[src/rtl/traffic_light_pkg.sv]
// Shared definitions for the traffic-light controller: one-hot phase codes,
// default phase lengths and widths, and the phase-time lookup helper.
package traffic_light_pkg;

    // One-hot phase-load codes; bit position doubles as the priority rank.
    typedef enum logic [2:0] {
        PHASE_NONE = 3'b000,
        GREEN      = 3'b001,
        YELLOW     = 3'b010,
        RED        = 3'b100
    } phase_code_e;

    localparam int NUM_PHASES       = 3;
    localparam int GREEN_BIT        = 0;
    localparam int YELLOW_BIT       = 1;
    localparam int RED_BIT          = 2;

    localparam int TIME_GREEN_LIGHT  = 15;
    localparam int TIME_YELLOW_LIGHT = 3;
    localparam int TIME_RED_LIGHT    = 18;

    localparam int CNT_WIDTH  = 5;
    localparam int INIT_WIDTH = 3;

    // Phase length selected by a bit of the init code.
    function automatic int time_for_bit(input int bit_idx, input int t_green,
                                        input int t_yellow, input int t_red);
        case (bit_idx)
            GREEN_BIT:  return t_green;
            YELLOW_BIT: return t_yellow;
            RED_BIT:    return t_red;
            default:    return 1;
        endcase
    endfunction

endpackage

[src/rtl/light_init_decode.sv]
// Priority decoder from the phase-load code to a load strobe and the
// elaboration-time load value (phase length minus one, truncated).
module light_init_decode
    import traffic_light_pkg::*;
#(
    parameter int pTIME_GREEN_LIGHT  = TIME_GREEN_LIGHT,
    parameter int pTIME_YELLOW_LIGHT = TIME_YELLOW_LIGHT,
    parameter int pTIME_RED_LIGHT    = TIME_RED_LIGHT,
    parameter int pCNT_WIDTH         = CNT_WIDTH,
    parameter int pINIT_WIDTH        = INIT_WIDTH
) (
    input  logic [pINIT_WIDTH-1:0] init,
    output logic                   load_valid,
    output logic [pCNT_WIDTH-1:0]  load_value
);

    logic [pCNT_WIDTH-1:0] phase_load [NUM_PHASES];

    generate
        if (pINIT_WIDTH < NUM_PHASES) begin : g_bad_init_width
            $error("light_init_decode: pINIT_WIDTH must cover all phase bits");
        end

        for (genvar gi = 0; gi < NUM_PHASES; gi++) begin : g_load
            localparam int PHASE_T = time_for_bit(gi, pTIME_GREEN_LIGHT,
                                                  pTIME_YELLOW_LIGHT, pTIME_RED_LIGHT);
            if (PHASE_T < 1 || PHASE_T > (1 << pCNT_WIDTH)) begin : g_bad_time
                $error("light_init_decode: phase time out of range for counter width");
            end
            // T == 2^W truncates to all ones, which is still exactly T cycles.
            assign phase_load[gi] = pCNT_WIDTH'(PHASE_T - 1);
        end
    endgenerate

    // Ascending scan so the highest set bit (red) overrides lower ones.
    always_comb begin
        load_valid = 1'b0;
        load_value = '0;
        for (int i = 0; i < NUM_PHASES; i++) begin
            if (init[i]) begin
                load_valid = 1'b1;
                load_value = phase_load[i];
            end
        end
    end

endmodule

[src/rtl/light_counter.sv]
// Phase-duration down-counter: loads the selected phase length minus one,
// counts down to zero while enabled and flags phase end on last.
module light_counter
    import traffic_light_pkg::*;
#(
    parameter int pTIME_GREEN_LIGHT  = TIME_GREEN_LIGHT,
    parameter int pTIME_YELLOW_LIGHT = TIME_YELLOW_LIGHT,
    parameter int pTIME_RED_LIGHT    = TIME_RED_LIGHT,
    parameter int pCNT_WIDTH         = CNT_WIDTH,
    parameter int pINIT_WIDTH        = INIT_WIDTH
) (
    input  logic                   clk,
    input  logic                   rst_n,
    input  logic                   en,
    input  logic [pINIT_WIDTH-1:0] init,
    output logic                   last,
    output logic [pCNT_WIDTH-1:0]  cnt_out
);

    logic                  load_valid;
    logic [pCNT_WIDTH-1:0] load_value;
    logic [pCNT_WIDTH-1:0] cnt_reg;
    logic [pCNT_WIDTH-1:0] cnt_next;
    logic                  cnt_zero;

    light_init_decode #(
        .pTIME_GREEN_LIGHT  (pTIME_GREEN_LIGHT),
        .pTIME_YELLOW_LIGHT (pTIME_YELLOW_LIGHT),
        .pTIME_RED_LIGHT    (pTIME_RED_LIGHT),
        .pCNT_WIDTH         (pCNT_WIDTH),
        .pINIT_WIDTH        (pINIT_WIDTH)
    ) u_init_decode (
        .init       (init),
        .load_valid (load_valid),
        .load_value (load_value)
    );

    assign cnt_zero = (cnt_reg == '0);

    // Load beats decrement regardless of en; the count saturates at zero.
    always_comb begin
        cnt_next = cnt_reg;
        if (load_valid) begin
            cnt_next = load_value;
        end else if (en && !cnt_zero) begin
            cnt_next = cnt_reg - pCNT_WIDTH'(1);
        end
    end

    always_ff @(posedge clk or negedge rst_n) begin
        if (!rst_n) begin
            cnt_reg <= '0;
        end else begin
            cnt_reg <= cnt_next;
        end
    end

    assign cnt_out = cnt_reg;
    assign last    = en & cnt_zero;

endmodule

[config.mk]
export PLATFORM = sky130hd
export DESIGN_NAME = light_counter
export DESIGN_NICKNAME = d
export VERILOG_FILES = /design/src/rtl/traffic_light_pkg.sv /design/src/rtl/light_init_decode.sv /design/src/rtl/light_counter.sv
export SDC_FILE = /design/constraint.sdc
export NUM_CORES = 1
export LEC_CHECK = 0
export BUFFER_PORTS_ARGS = -buffer_cell sky130_fd_sc_hd__buf_4
export CAP_MARGIN = 30
export CORE_AREA = 2 2 39 41
export DETAILED_ROUTE_END_ITERATION = 8
export DIE_AREA = 0 0 41 43
export PLACE_DENSITY = 0.5
export SYNTH_ARGS = -nofsm -noshare
export SYNTH_HDL_FRONTEND = slang
export SYNTH_SLANG_ARGS = --single-unit
export TNS_END_PERCENT = 1
[constraint.sdc]
create_clock -name clk -period 1.9 [get_ports clk]
set_clock_uncertainty 0.15 [all_clocks]
set_input_delay 0.57 -clock clk [delete_from_list [all_inputs] [get_ports clk]]
set_output_delay 0.57 -clock clk [all_outputs]
set_load 0.05 [all_outputs]
==> impl_metrics.yaml, run 1 <==
status:
  status: "finished, violations left"
  violations: "negative setup slack"
clock_network:
  htree_levels: 1
  cts_tree: "done"
  clk_path_buf_depth: 2
  cts_num_sinks: 5
  cts_root_buf: "clkbuf_4"
  clkLatencyLatePin_ns: 0.25
  cts_buffers: 3
  clk_pin_slew_ns: 0.05
power:
  power.share.combinational_pct: 29.5
  leakagePower_nw: 0.2278
  p_total_w: 0.0003523
  ir_worst_vdd_mv: 0.2850
  power.density_nw_per_um2: 685.0
  p_sw_w: 0.0001158
  seq_power_share_pct: 34.7
  clkPwrFrac_pct: 35.8
  p_int_w: 0.0002365
  netSwitchingFraction_pct: 32.87
cells_and_area:
  nets: 60
  postLayoutCoreUtil_pct: 37.16
  nFillCells: 146
  largest_reg_flops: 5
  area_growth_pct: 83.48
  post_route_cells_drive_above_1_share_pct: 59.62
  n_antenna_cell: 0
die:
  fp.dieW_um: 41
  core_um2: 1384
  initial_utilization_pct: 20.25
  dieArea_um2: 1763
  ios: 12
  fp.dieH_um: 43
  core.rowCount: 14
drt:
  wirelength_um: 821
  dr.pass1.iters: 2
  viasPerCell: 4.735
  ant_nets: 0
  vias: 322
  drt-initial-drc-count: 1
  drc: 0
  avgRoutedWirePerCell_um: 12.07
timing:
  final-setup-viol-count: 2
  period_minus_slack_ns: 2.116
  hold_viol: 0
  grt_setup_unrepaired: "yes"
  setup_ws_ns: -0.2164
  fin_tns_setup_ns: -0.2429
  fin_crit_sh_pct: 111.4
  slew_headroom_pct: 78.80
  tightest_slew_ns: 0.3140
  slew_viol_final: 0
  clock.fmax_mhz: 472.5
synth:
  synth_cells: 29
  ys_top_cells_by_count: "5 x dfrtp_1, 3 x inv_1, 3 x or3_1"
  ys_async_sr_fraction_pct: 100.0
  yosys.area_share.xor_xnor_pct: 0
  synth-edff-count: 0
  ys_warn_count: 0
  synth_top_family_by_area: "simple AND/OR/NAND/NOR gates"
  synth_simple_gate_area_share_pct: 24.11
  yosys_most_used_dff: "dfrtp_1"
  synth_top_area_share_pct: 44.64
  synth_compound_area_share_pct: 22.77
  synth.ff_latch_count: 5
  synth.avg_cell_area_um2: 9.664
  yosysMostFrequentCell: "dfrtp_1"
  synth_top_area_cell: "dfrtp_1"
  synthesis.nets: 36
  seq_area_frac_synth_pct: 44.64
  synth_mux_area_share_pct: 0
  yosys.area_share.adder_pct: 4.464
  synth_area_leaders: "dfrtp_1 45%, or3_1 6.7%, a211oi_2 4.5%"
  synth.distinct_cells: 18
  syn-cell-area_um2: 280.3
hold_path:
  min-delay-start: "init[1]"
  min_path_cells: 2
  hold_end: "cnt_out[3]"
  min_path_type: "input port to register"
worst_setup_path:
  ff2ff_path_depth: 5
  rr_startpoint: "cnt_out[1]"
  required_ns: 1.18
  cp_max_fo: 2
  critPathKind: "register to primary output"
  r2r_end: "cnt_out[3]"
  cp-start-kind: "register"
  path_cells: "inv_2 -> ha_4 -> nor4b_4 -> and2_4 -> buf_8"
  arrival_ns: 1.40
  crit_slowest_cell: "dfrtp_2"
  rrSetupSlack_ns: -0.03
  setup.worst_path.end_class: "primary output"
  slowest_delay_ns: 0.40
global_route:
  antenna_found_initial: 0
  grt_pass1_wl_um: 1359
  grt_usage_pct: 12.45
  grt_pass1_vias: 339
  overflow: 0
  grt_max_degree: 7
place:
  place.gp.congestion: 0.7025
  place_ws_ns: 0.01102
  portBuffers: 11
  dpl.hpwl_um: 641.2
run:
  cap_violations: 0
## worst max-delay path by stage
stage                          start  cells after the start    to
after floorplan           cnt_out[0]                      4  last
after global placement    cnt_out[1]                      5  last
after detailed placement  cnt_out[1]                      5  last
after CTS                 cnt_out[0]                      5  last
after global routing      cnt_out[1]                      5  last
final                     cnt_out[0]                      5  last
## metal layers
layer / up-vias / global-route usage (%) / wire length, um
met5: - / 0 / 0
met4: 0 / 8.000 / 8
met2: 6 / 18.44 / 445
met3: 2 / 7.853 / 39
li1: 157 / - / -
met1: 157 / 12.21 / 328
## cell usage in the layout, fill, tap and decap left out
cell type	instances
buf_4	17
or3_1	3
clkbuf_4	3
dfrtp_2	3
inv_2	2
a21oi_1	2
a31oi_1	2
nand3_1	2
dfrtp_1	2
nor4b_4	1
and2_4	1
nand2_1	1
nor2_1	1
o311ai_0	1
nand2b_1	1
or4b_1	1
a211oi_2	1
a211oi_1	1
inv_1	1
o21ai_0	1
o211ai_1	1
ha_4	1
clkinv_2	1
dlygate4sd3_1	1
buf_8	1
## per-stage QoR
step / hold WS, ns / std cells / instance area [um^2]
after global routing: 0.3416 / 68 / 514.2
final: 0.3460 / 68 / 514.2
after CTS: 0.3416 / 68 / 514.2
after detailed placement: 0.2245 / 61 / 454.2
after global placement: 0.2261 / 61 / 454.2
after floorplan: 0.1244 / 29 / 314.1
## cell type report
cell class	count	area (um^2)	area share, %
repair buffers	19	152.6	29.68
multi-input cells	21	173.9	33.82
clock inverters	1	5.005	0.9732
inverters	3	11.26	2.190
clock buffers	3	22.52	4.380
flip-flops and latches	5	128.9	25.06
well taps	16	20.02	3.893
## repair_timing
| item | in CTS | in global routing |
|---|---|---|
| pin swaps | 1 | 0 |
| gates resized for setup | 2 | 0 |
| hold buffers | 1 | 0 |
| endpoints found under the hold margin | 5 | 0 |
| buffers inserted | 2 | 0 |
| setup endpoints to repair | 1 | 2 |
## power by group through the flow
stage / registers, W / logic (W) / clock network [W]
final: 0.000122 / 0.000104 / 0.000126
after global routing: 0.000122 / 0.000112 / 0.000143
after CTS: 0.000122 / 0.000104 / 0.000132
after detailed placement: 0.000124 / 0.0000968 / 0
after global placement: 0.000124 / 0.0000969 / 0
after floorplan: 0.000149 / 0.0000280 / 0
## kinds of logic (layout without fill, tap and decap cells)
group,count (synthesis),after routing
compound gates,9,9
buf+inv,3,26
simple gates,11,11
fa+ha+maj,1,1
flops,5,5
## worst max-delay path: cells and delay by family, from the launching register on
family	cells	cell delay [ns]
adders and majority gates	1	0.13
and+or+nand+nor	2	0.42
DFF	1	0.40
buffers and inverters	2	0.20
(Power assumes the default switching activity.)
==> run 2, diff against run 1 <==
--- a/config.mk
+++ b/config.mk
@@ -11,6 +11,7 @@
 export DETAILED_ROUTE_END_ITERATION = 8
 export DIE_AREA = 0 0 41 43
 export PLACE_DENSITY = 0.5
+export RECOVER_POWER = 100
 export SYNTH_ARGS = -nofsm -noshare
 export SYNTH_HDL_FRONTEND = slang
 export SYNTH_SLANG_ARGS = --single-unit
==> run 2 against run 1 <==
Against the previous run: the run still ends with negative setup slack left; final area down 2.2%; clock power about the same; clock-buffer cell count unchanged; total power down 1.3%; sequential power about the same; critical path type unchanged; largest cell class unchanged; largest power group unchanged.
==> impl_metrics.yaml, run 2 (same netlist as run 1, synthesis figures left out) <==
cells_and_area:
  n_antenna_cell: 0
  layout_common_cells: "12 x buf_4, 4 x clkbuf_4, 3 x or3_1, 3 x dfrtp_2, 3 x clkbuf_2"
  final_common_cell: "buf_4"
  stdcell_count: 68
  largest_reg_flops: 5
  area_growth_pct: 79.46
  post_route_cells_drive_above_1_share_pct: 57.69
  nets: 60
status:
  status: "finished, violations left"
  violations: "negative setup slack"
die:
  fp.dieW_um: 41
  fp.dieH_um: 43
  ios: 12
  core.rowCount: 14
  dieArea_um2: 1763
  initial_utilization_pct: 20.25
  core_um2: 1384
worst_setup_path:
  r2r_end: "cnt_out[3]"
  ff2ff_path_depth: 5
  rr_startpoint: "cnt_out[1]"
  cp_max_fo: 2
  path_cells: "inv_2 -> ha_4 -> nor4b_4 -> and2_4 -> buf_8"
  arrival_ns: 1.40
  rrSetupSlack_ns: -0.03
  critPathKind: "register to primary output"
  setup.worst_path.end_class: "primary output"
  slowest_delay_ns: 0.40
  crit_slowest_cell: "dfrtp_2"
  required_ns: 1.18
  cp-start-kind: "register"
hold_path:
  min-delay-start: "init[1]"
  min_path_cells: 2
  min_path_type: "input port to register"
  hold_end: "cnt_out[3]"
drt:
  drt-initial-drc-count: 0
  drc: 0
  met2WireLength_um: 439
  wl_met3_um: 39
  avgRoutedWirePerCell_um: 11.94
  wirelength_um: 812
  dr.pass1.iters: 1
  ant_nets: 0
  route.layer.met1.wl_um: 325
  routed.top_layer: "met4"
  viasPerCell: 4.662
  vias: 317
global_route:
  grt_pass1_vias: 339
  grt_usage_pct: 12.45
  antenna_found_initial: 0
  grt_max_degree: 7
  overflow: 0
  grt_pass1_wl_um: 1359
place:
  dpl.hpwl_um: 641.2
  placedCellCount: 61
  portBuffers: 11
  place.gp.congestion: 0.7025
  place_ws_ns: 0.01102
clock_network:
  cts_buffers: 3
  clkLatencyLatePin_ns: 0.25
  clk_path_buf_depth: 2
  clk_pin_slew_ns: 0.05
  cts_root_buf: "clkbuf_4"
  htree_levels: 1
  cts_num_sinks: 5
  cts_tree: "done"
timing:
  slew_viol_final: 0
  fin_crit_sh_pct: 111.4
  clock.fmax_mhz: 472.5
  period_minus_slack_ns: 2.116
  hold_viol: 0
  tightest_slew_ns: 0.3171
  final-setup-viol-count: 2
  slew_headroom_pct: 78.59
  grt_setup_unrepaired: "yes"
  setup_ws_ns: -0.2164
power:
  leakagePower_nw: 0.2219
  ir_worst_vdd_mv: 0.2853
  power.density_nw_per_um2: 691.6
run:
  cap_violations: 0
run 2: worst max-delay path, delay by kind of cell, from the launching register on:
kind / cells / cell delay (ns)
and+or+nand+nor: 2 / 0.42
adders and majority gates: 1 / 0.13
buffers and inverters: 2 / 0.20
DFF: 1 / 0.40
run 2: worst max-delay path by stage:
| stage | from | endpoint |
|---|---|---|
| after detailed placement | cnt_out[1] | last |
| after CTS | cnt_out[0] | last |
| after global routing | cnt_out[1] | last |
| final | cnt_out[0] | last |
| after floorplan | cnt_out[0] | last |
| after global placement | cnt_out[1] | last |
run 2: report_power, final:
part           switching, W  internal, W
sequential       0.00000769     0.000114
combinational     0.0000581    0.0000419
clock             0.0000494    0.0000764
total              0.000115     0.000233
run 2: cell type report:
type	count	area, um^2
repair buffers	19	141.4
fillers	147	880.8
multi-input cells	21	173.9
inverters	3	11.26
well taps	16	20.02
flip-flops and latches	5	128.9
clock inverters	1	5.005
clock buffers	3	22.52
run 2: stage by stage:
step | total power [W] | utilization [%] | TNS (ns) | instance area, um^2 | hold WS [ns]
6_report | 0.0003479 | 36.35 | -0.2451 | 503.0 | 0.3473
5_1_grt | 0.0003729 | 36.35 | -0.3798 | 503.0 | 0.3416
4_1_cts | 0.0003585 | 37.16 | -0.2664 | 514.2 | 0.3416
3_5_place_dp | 0.0002206 | 32.82 | 0 | 454.2 | 0.2245
3_3_place_gp | 0.0002212 | 32.82 | 0 | 454.2 | 0.2261
2_1_floorplan | 0.0001772 | - | -0.1278 | 314.1 | 0.1244
run 2: metal layers:
metal  track usage, %  vias to the layer above
met5                0                        -
met4            8.000                        0
met3            7.853                        2
met2            18.44                        6
met1            12.21                      153
li1                 -                      156
run 2: timing repair:
item,4_1_cts,5_1_grt
endpoints found under the setup margin,1,2
pin swaps,1,0
gates resized for setup,2,0
hold buffers,1,0
hold endpoints to repair,5,0
cloned,0,0
buffers inserted,2,0
